==> src/rtl/cell_hist_accum_pkg.sv <==
// rtl/cell_hist_accum_pkg.sv - shared constants for the cell histogram accumulator
package cell_hist_accum_pkg;

    localparam int NUM_BINS  = 9;
    localparam int FRAC_BITS = 16;

    localparam logic [0:0] ST_ACCUM = 1'b0;
    localparam logic [0:0] ST_HOLD  = 1'b1;

endpackage

==> src/rtl/cell_hist_accum_sat_add.sv <==
// rtl/cell_hist_accum_sat_add.sv - unsigned saturating adder with overflow flag
module sat_add #(
    parameter int W = 32
) (
    input  logic [W-1:0] i_a,
    input  logic [W-1:0] i_b,
    output logic [W-1:0] o_sum,
    output logic         o_sat
);

    logic [W:0] w_raw;

    assign w_raw = {1'b0, i_a} + {1'b0, i_b};
    assign o_sat = w_raw[W];
    assign o_sum = w_raw[W] ? {W{1'b1}} : w_raw[W-1:0];

endmodule

==> src/rtl/cell_hist_accum.sv <==
// rtl/cell_hist_accum.sv - sums CELL_PIXELS nine-bin votes into one buffered cell histogram
module cell_hist_accum
    import cell_hist_accum_pkg::*;
#(
    parameter int CELL_PIXELS = 64,
    parameter int BIN_W       = 32
) (
    input  logic             iClk,
    input  logic             iRst,
    input  logic             iValid,
    output logic             oReady,
    input  logic [BIN_W-1:0] iBin1,
    input  logic [BIN_W-1:0] iBin2,
    input  logic [BIN_W-1:0] iBin3,
    input  logic [BIN_W-1:0] iBin4,
    input  logic [BIN_W-1:0] iBin5,
    input  logic [BIN_W-1:0] iBin6,
    input  logic [BIN_W-1:0] iBin7,
    input  logic [BIN_W-1:0] iBin8,
    input  logic [BIN_W-1:0] iBin9,
    output logic             oValid,
    input  logic             iReady,
    output logic [BIN_W-1:0] oBin1,
    output logic [BIN_W-1:0] oBin2,
    output logic [BIN_W-1:0] oBin3,
    output logic [BIN_W-1:0] oBin4,
    output logic [BIN_W-1:0] oBin5,
    output logic [BIN_W-1:0] oBin6,
    output logic [BIN_W-1:0] oBin7,
    output logic [BIN_W-1:0] oBin8,
    output logic [BIN_W-1:0] oBin9,
    output logic             oSat
);

    localparam int                CNT_W    = $clog2(CELL_PIXELS);
    localparam logic [CNT_W-1:0]  LAST_CNT = CNT_W'(CELL_PIXELS - 1);

    logic [0:0]       r_state;
    logic [CNT_W-1:0] r_cnt;
    logic             r_sat_flag;
    logic             r_ovalid;
    logic             r_osat;
    logic [BIN_W-1:0] r_acc  [NUM_BINS];
    logic [BIN_W-1:0] r_obuf [NUM_BINS];

    logic [BIN_W-1:0]    w_in  [NUM_BINS];
    logic [BIN_W-1:0]    w_sum [NUM_BINS];
    logic [NUM_BINS-1:0] w_bin_sat;
    logic                w_any_sat;
    logic                w_accept;
    logic                w_last;
    logic                w_drain;
    logic                w_buf_free;

    assign w_in[0] = iBin1;
    assign w_in[1] = iBin2;
    assign w_in[2] = iBin3;
    assign w_in[3] = iBin4;
    assign w_in[4] = iBin5;
    assign w_in[5] = iBin6;
    assign w_in[6] = iBin7;
    assign w_in[7] = iBin8;
    assign w_in[8] = iBin9;

    for (genvar g = 0; g < NUM_BINS; g++) begin : g_add
        sat_add #(.W(BIN_W)) u_sat_add (
            .i_a   (r_acc[g]),
            .i_b   (w_in[g]),
            .o_sum (w_sum[g]),
            .o_sat (w_bin_sat[g])
        );
    end

    assign w_any_sat  = |w_bin_sat;
    assign oReady     = (r_state == ST_ACCUM);
    assign w_accept   = iValid && oReady;
    assign w_last     = w_accept && (r_cnt == LAST_CNT);
    assign w_drain    = r_ovalid && iReady;
    assign w_buf_free = !r_ovalid || iReady;

    // Later assignments in this block override the drain clear when a new cell loads on the same edge.
    always_ff @(posedge iClk) begin
        if (iRst) begin
            r_state    <= ST_ACCUM;
            r_cnt      <= '0;
            r_sat_flag <= 1'b0;
            r_ovalid   <= 1'b0;
            r_osat     <= 1'b0;
            for (int k = 0; k < NUM_BINS; k++) begin
                r_acc[k]  <= '0;
                r_obuf[k] <= '0;
            end
        end else begin
            if (w_drain) begin
                r_ovalid <= 1'b0;
            end
            if (r_state == ST_HOLD) begin
                if (iReady) begin
                    for (int k = 0; k < NUM_BINS; k++) begin
                        r_obuf[k] <= r_acc[k];
                        r_acc[k]  <= '0;
                    end
                    r_osat     <= r_sat_flag;
                    r_ovalid   <= 1'b1;
                    r_sat_flag <= 1'b0;
                    r_state    <= ST_ACCUM;
                end
            end else if (w_accept) begin
                if (w_last) begin
                    r_cnt <= '0;
                    if (w_buf_free) begin
                        for (int k = 0; k < NUM_BINS; k++) begin
                            r_obuf[k] <= w_sum[k];
                            r_acc[k]  <= '0;
                        end
                        r_osat     <= r_sat_flag || w_any_sat;
                        r_ovalid   <= 1'b1;
                        r_sat_flag <= 1'b0;
                    end else begin
                        // Finished cell parks in the accumulators until the consumer frees the buffer.
                        for (int k = 0; k < NUM_BINS; k++) begin
                            r_acc[k] <= w_sum[k];
                        end
                        r_sat_flag <= r_sat_flag || w_any_sat;
                        r_state    <= ST_HOLD;
                    end
                end else begin
                    for (int k = 0; k < NUM_BINS; k++) begin
                        r_acc[k] <= w_sum[k];
                    end
                    r_sat_flag <= r_sat_flag || w_any_sat;
                    r_cnt      <= r_cnt + 1'b1;
                end
            end
        end
    end

    assign oValid = r_ovalid;
    assign oSat   = r_osat;
    assign oBin1  = r_obuf[0];
    assign oBin2  = r_obuf[1];
    assign oBin3  = r_obuf[2];
    assign oBin4  = r_obuf[3];
    assign oBin5  = r_obuf[4];
    assign oBin6  = r_obuf[5];
    assign oBin7  = r_obuf[6];
    assign oBin8  = r_obuf[7];
    assign oBin9  = r_obuf[8];

endmodule

==> config.mk <==
export PLATFORM = sky130hd
export DESIGN_NAME = cell_hist_accum
export DESIGN_NICKNAME = d
export VERILOG_FILES = /design/src/rtl/cell_hist_accum_pkg.sv /design/src/rtl/cell_hist_accum_sat_add.sv /design/src/rtl/cell_hist_accum.sv
export SDC_FILE = /design/constraint.sdc
export NUM_CORES = 2
export LEC_CHECK = 0
export CAP_MARGIN = 15
export CELL_PAD_IN_SITES_DETAIL_PLACEMENT = 0
export CELL_PAD_IN_SITES_GLOBAL_PLACEMENT = 1
export CORE_MARGIN = 3
export CORE_UTILIZATION = 24
export CTS_CLUSTER_DIAMETER = 100
export DETAILED_ROUTE_END_ITERATION = 12
export GPL_TIMING_DRIVEN = 0
export PLACE_DENSITY = 0.49
export REMOVE_ABC_BUFFERS = 1
export SLEW_MARGIN = 40
export SYNTH_ARGS = -nofsm -noshare
export SYNTH_HDL_FRONTEND = slang
export SYNTH_HIERARCHICAL = 1
export SYNTH_SLANG_ARGS = --single-unit
==> constraint.sdc <==
create_clock -name iClk -period 12.28 [get_ports iClk]
set_clock_uncertainty 0.15 [all_clocks]
set_input_delay 1.228 -clock iClk [delete_from_list [all_inputs] [get_ports iClk]]
set_output_delay 1.228 -clock iClk [all_outputs]
set_load 0.03 [all_outputs]
==> flow_summary.json <==
{
  "status": "finished clean",
  "synthCells": 3692,
  "first_iter_violations": 1792,
  "path_common_cell": "o21ai_2",
  "slowest_delay_ns": 0.60,
  "clock_sinks": 586,
  "setup_tns_ns": 0,
  "vias": 31400,
  "r2r_end": "oSat$_SDFFE_PP0P_",
  "place_hpwl_mm": 110,
  "cp_max_fo": 10,
  "num_io_pins": 583,
  "rows": 147,
  "drcViolationCount": 0,
  "cp.arrival_ns": 6.09,
  "period_share_pct": 46.7,
  "drive_gt1_share_pct": 8.62,
  "hold_viol_final": 0,
  "cts_repair_resize_count": 0,
  "peakVddDrop_mv": 0.0913,
  "synth_top_family_by_area": "compound AO/OA/AOI/OAI gates",
  "overflow": 0,
  "async_flop_share_pct": 0,
  "ant_nets": 0,
  "pre_cts_slack_ns": 5.79,
  "startpoint_type": "input port",
  "finalMaxSlewViolations": 0,
  "cp_top_family": "compound AO/OA/AOI/OAI gates",
  "p_int_uw": 4830,
  "setup_viol": 0,
  "detail_route.wl_per_cell_um": 21.6,
  "area_growth_pct": 31.2,
  "ys_ff_latch": 586,
  "crit_slowest_cell": "a311oi_4",
  "grt_util_met1_pct": 21.9,
  "yosysWarnings": 6,
  "ys_types": 51,
  "hold_start": "oSat$_SDFFE_PP0P_",
  "place_congestion": 0.816,
  "die_area_um2": 167000,
  "placed_cell_area_um2": 48300,
  "p_sw_uw": 2390,
  "hold-path-endpoint": "oSat$_SDFFE_PP0P_",
  "port_buffers": 582,
  "synth_compound_area_share_pct": 21.3,
  "synth-simple-area-share_pct": 15.7,
  "cp_num_buf_inv": 3,
  "grt_max_degree": 34,
  "seq_area_frac_synth_pct": 44.8,
  "syn_area_um2": 39000,
  "die_h_um": 409,
  "htreeDepth": 3,
  "worstRegToRegCells": 15,
  "root_buffer": "clkbuf_16",
  "hp-class": "flop to flop",
  "worst_ep_required_time_ns": 12.63,
  "synthMuxAreaShare_pct": 0,
  "cts_setup_buffers": 0,
  "r2r_slack_ns": 7.10,
  "post-route-util_pct": 31.8,
  "finalInstanceArea_um2": 51200,
  "grt_pass1_wl_mm": 212,
  "avgSynthCellArea_um2": 10.6,
  "p_leak_uw": 0.0209,
  "synth_edf_count": 576,
  "grtUsageMet2_pct": 26.3,
  "crit_path_end_kind": "flop",
  "min_period_ns": 5.74,
  "max_freq_mhz": 174,
  "tightest_slew_ns": 0.697,
  "antenna_found_initial": 33,
  "finalNetCount": 4907,
  "hold_buffers": 0,
  "clk_pin_slew_ns": 0.05,
  "use_met3_pct": 4.54,
  "synthAdderAreaFrac_pct": 9.73,
  "cts_buffer_depth": 3,
  "cts_tree": "done",
  "fin_ws_ns": 6.54,
  "core_area_um2": 161000,
  "synthFlopType": "edfxtp_1",
  "die_w_um": 409,
  "clock_latency_ns": 0.68,
  "seqPwrFrac_pct": 34.3,
  "power.density_nw_per_um2": 141,
  "pwr-share-clk_pct": 35.4,
  "rsz0062_at_grt": "no",
  "min_path_cells": 2,
  "synthXorXnorAreaFrac_pct": 5.77,
  "track_usage_pct": 16.5,
  "start_util_pct": 24.2,
  "crit_type": "input port to flop",
  "first_global_vias": 32200,
  "pwr-share-comb_pct": 30.3,
  "viasPerCell": 4.79,
  "maxSlewHeadroom_pct": 53.4,
  "drt_wl_total_mm": 141,
  "maxCapViolCount": 0,
  "reg2reg_from": "r_acc[0][0]$_DFFE_PP_",
  "first_pass_iters": 6,
  "p_sw_share_pct": 33.1,
  "cts-buffers-inserted": 83,
  "worstPathCellList": "clkdlybuf4s50_1 -> ha_1 -> fa_1 -> a211oi_2 -> o21ai_2 -> o2111a_1 -> or3_4 -> o21ai_2 -> o31ai_2 -> a311oi_4 -> buf_4 -> inv_1 -> nor3_1 -> nand3_1 -> a2111oi_0 -> a211oi_1",
  "grt_busiest_layer": "met2"
}
cell families after synthesis:
logic type / after synthesis
adders and majority gates: 298
buffers and inverters: 213
DFF: 586
and+or+nand+nor: 1213
xor gates and xnor gates: 257
AOI/OAI and AO/OA: 1125
area by class of cell:
| cell class | instances | area [um2] |
|---|---|---|
| Timing Repair Buffer | 724 | 7500 |
| Multi-Input combinational cell | 2893 | 20500 |
| Antenna cell | 16 | 40.0 |
| Inverter | 29 | 109 |
| Tap cell | 2160 | 2700 |
| Clock inverter | 58 | 634 |
| Clock buffer | 95 | 2190 |
| Sequential cell | 586 | 17500 |
| Fill cell | 16800 | 110000 |
state kept, by name, summed over array words and instances (netlist names):
name / count
r_sat_flag: 1
oSat: 1
r_state: 1
r_cnt: 6
r_obuf: 288
r_acc: 288
oValid: 1
cells in the final DEF (no fill, tap or decap), types with 57 or more instances in the layout:
cell,synthesis,routed
a21o_1,135,135
a21oi_1,237,237
a22o_1,288,288
and2_1,315,315
buf_4,0,77
clkbuf_16,0,86
clkdlybuf4s50_1,0,582
edfxtp_1,576,576
ha_1,289,289
nand2_1,436,436
nand4_1,57,57
nor2_1,143,142
o21ai_0,135,134
xnor2_1,127,127
xor2_1,130,130
cell usage after synthesis (all sizes together) (19+ instances only):
cell type | number | area (um2)
edfxtp | 576 | 17300
a31oi | 37 | 231
a211oi | 29 | 268
o21a | 28 | 210
nand2 | 436 | 1640
nand3 | 48 | 240
buf | 54 | 439
o31ai | 36 | 315
a21oi | 237 | 1190
nand2b | 48 | 300
nor2b | 29 | 181
a2111oi | 19 | 166
a31o | 27 | 236
inv | 29 | 109
clkbuf | 130 | 488
a22o | 288 | 2520
nor2 | 143 | 537
ha | 289 | 3620
xnor2 | 127 | 1110
nor3 | 48 | 240
o21ai | 162 | 912
and2 | 315 | 1970
and3 | 48 | 300
a21o | 135 | 1010
o21bai | 19 | 143
nand4 | 57 | 357
xor2 | 130 | 1140
how the worst max path moves through the flow:
stage                     startpoint  cells past startpoint  slack, ns                 endpoint
final                       iBin1[0]                     16       6.54        oSat$_SDFFE_PP0P_
after global routing        iBin1[0]                     16       6.17        oSat$_SDFFE_PP0P_
after CTS                   iBin1[0]                     16       6.53        oSat$_SDFFE_PP0P_
after detailed placement    iBin1[0]                     16       5.79        oSat$_SDFFE_PP0P_
after global placement          iRst                      3     -11.98  r_obuf[0][59]$_DFFE_PP_
after floorplan               iReady                      3       1.13   r_obuf[0][0]$_DFFE_PP_
worst reg2reg max path, delay by kind of cell, from the launching register on:
kind            cells  cell delay, ns
compound gates      8            2.32
flops               1            0.40
fa+ha+maj           2            0.73
simple gates        3            1.04
buf+inv             2            0.40
power groups by stage:
stage / sequential [uW] / combinational [uW] / clock, uW
2_1_floorplan: 2560 / 1480 / 0
3_3_place_gp: 2560 / 2160 / 0
3_5_place_dp: 2510 / 2200 / 0
4_1_cts: 2480 / 2210 / 2660
5_1_grt: 2490 / 2460 / 2730
6_report: 2480 / 2190 / 2550
layer usage:
layer / part of all wire, % / vias to the layer above
met5: 0.080 / -
met4: 2.0 / 16
met3: 6.5 / 145
met2: 46 / 665
met1: 46 / 15300
li1: - / 15300
per-stage QoR:
| step | hold WS (ns) | cells | total power, uW |
|---|---|---|---|
| after global routing | 0.362 | 6549 | 7680 |
| after CTS | 0.320 | 6545 | 7340 |
| after floorplan | 0.288 | 3508 | 4040 |
| after global placement | 0.296 | 6250 | 4720 |
| final | 0.315 | 6561 | 7220 |
| after detailed placement | 0.302 | 6392 | 4710 |
No activity file was read; power rests on OpenSTA's default activity.
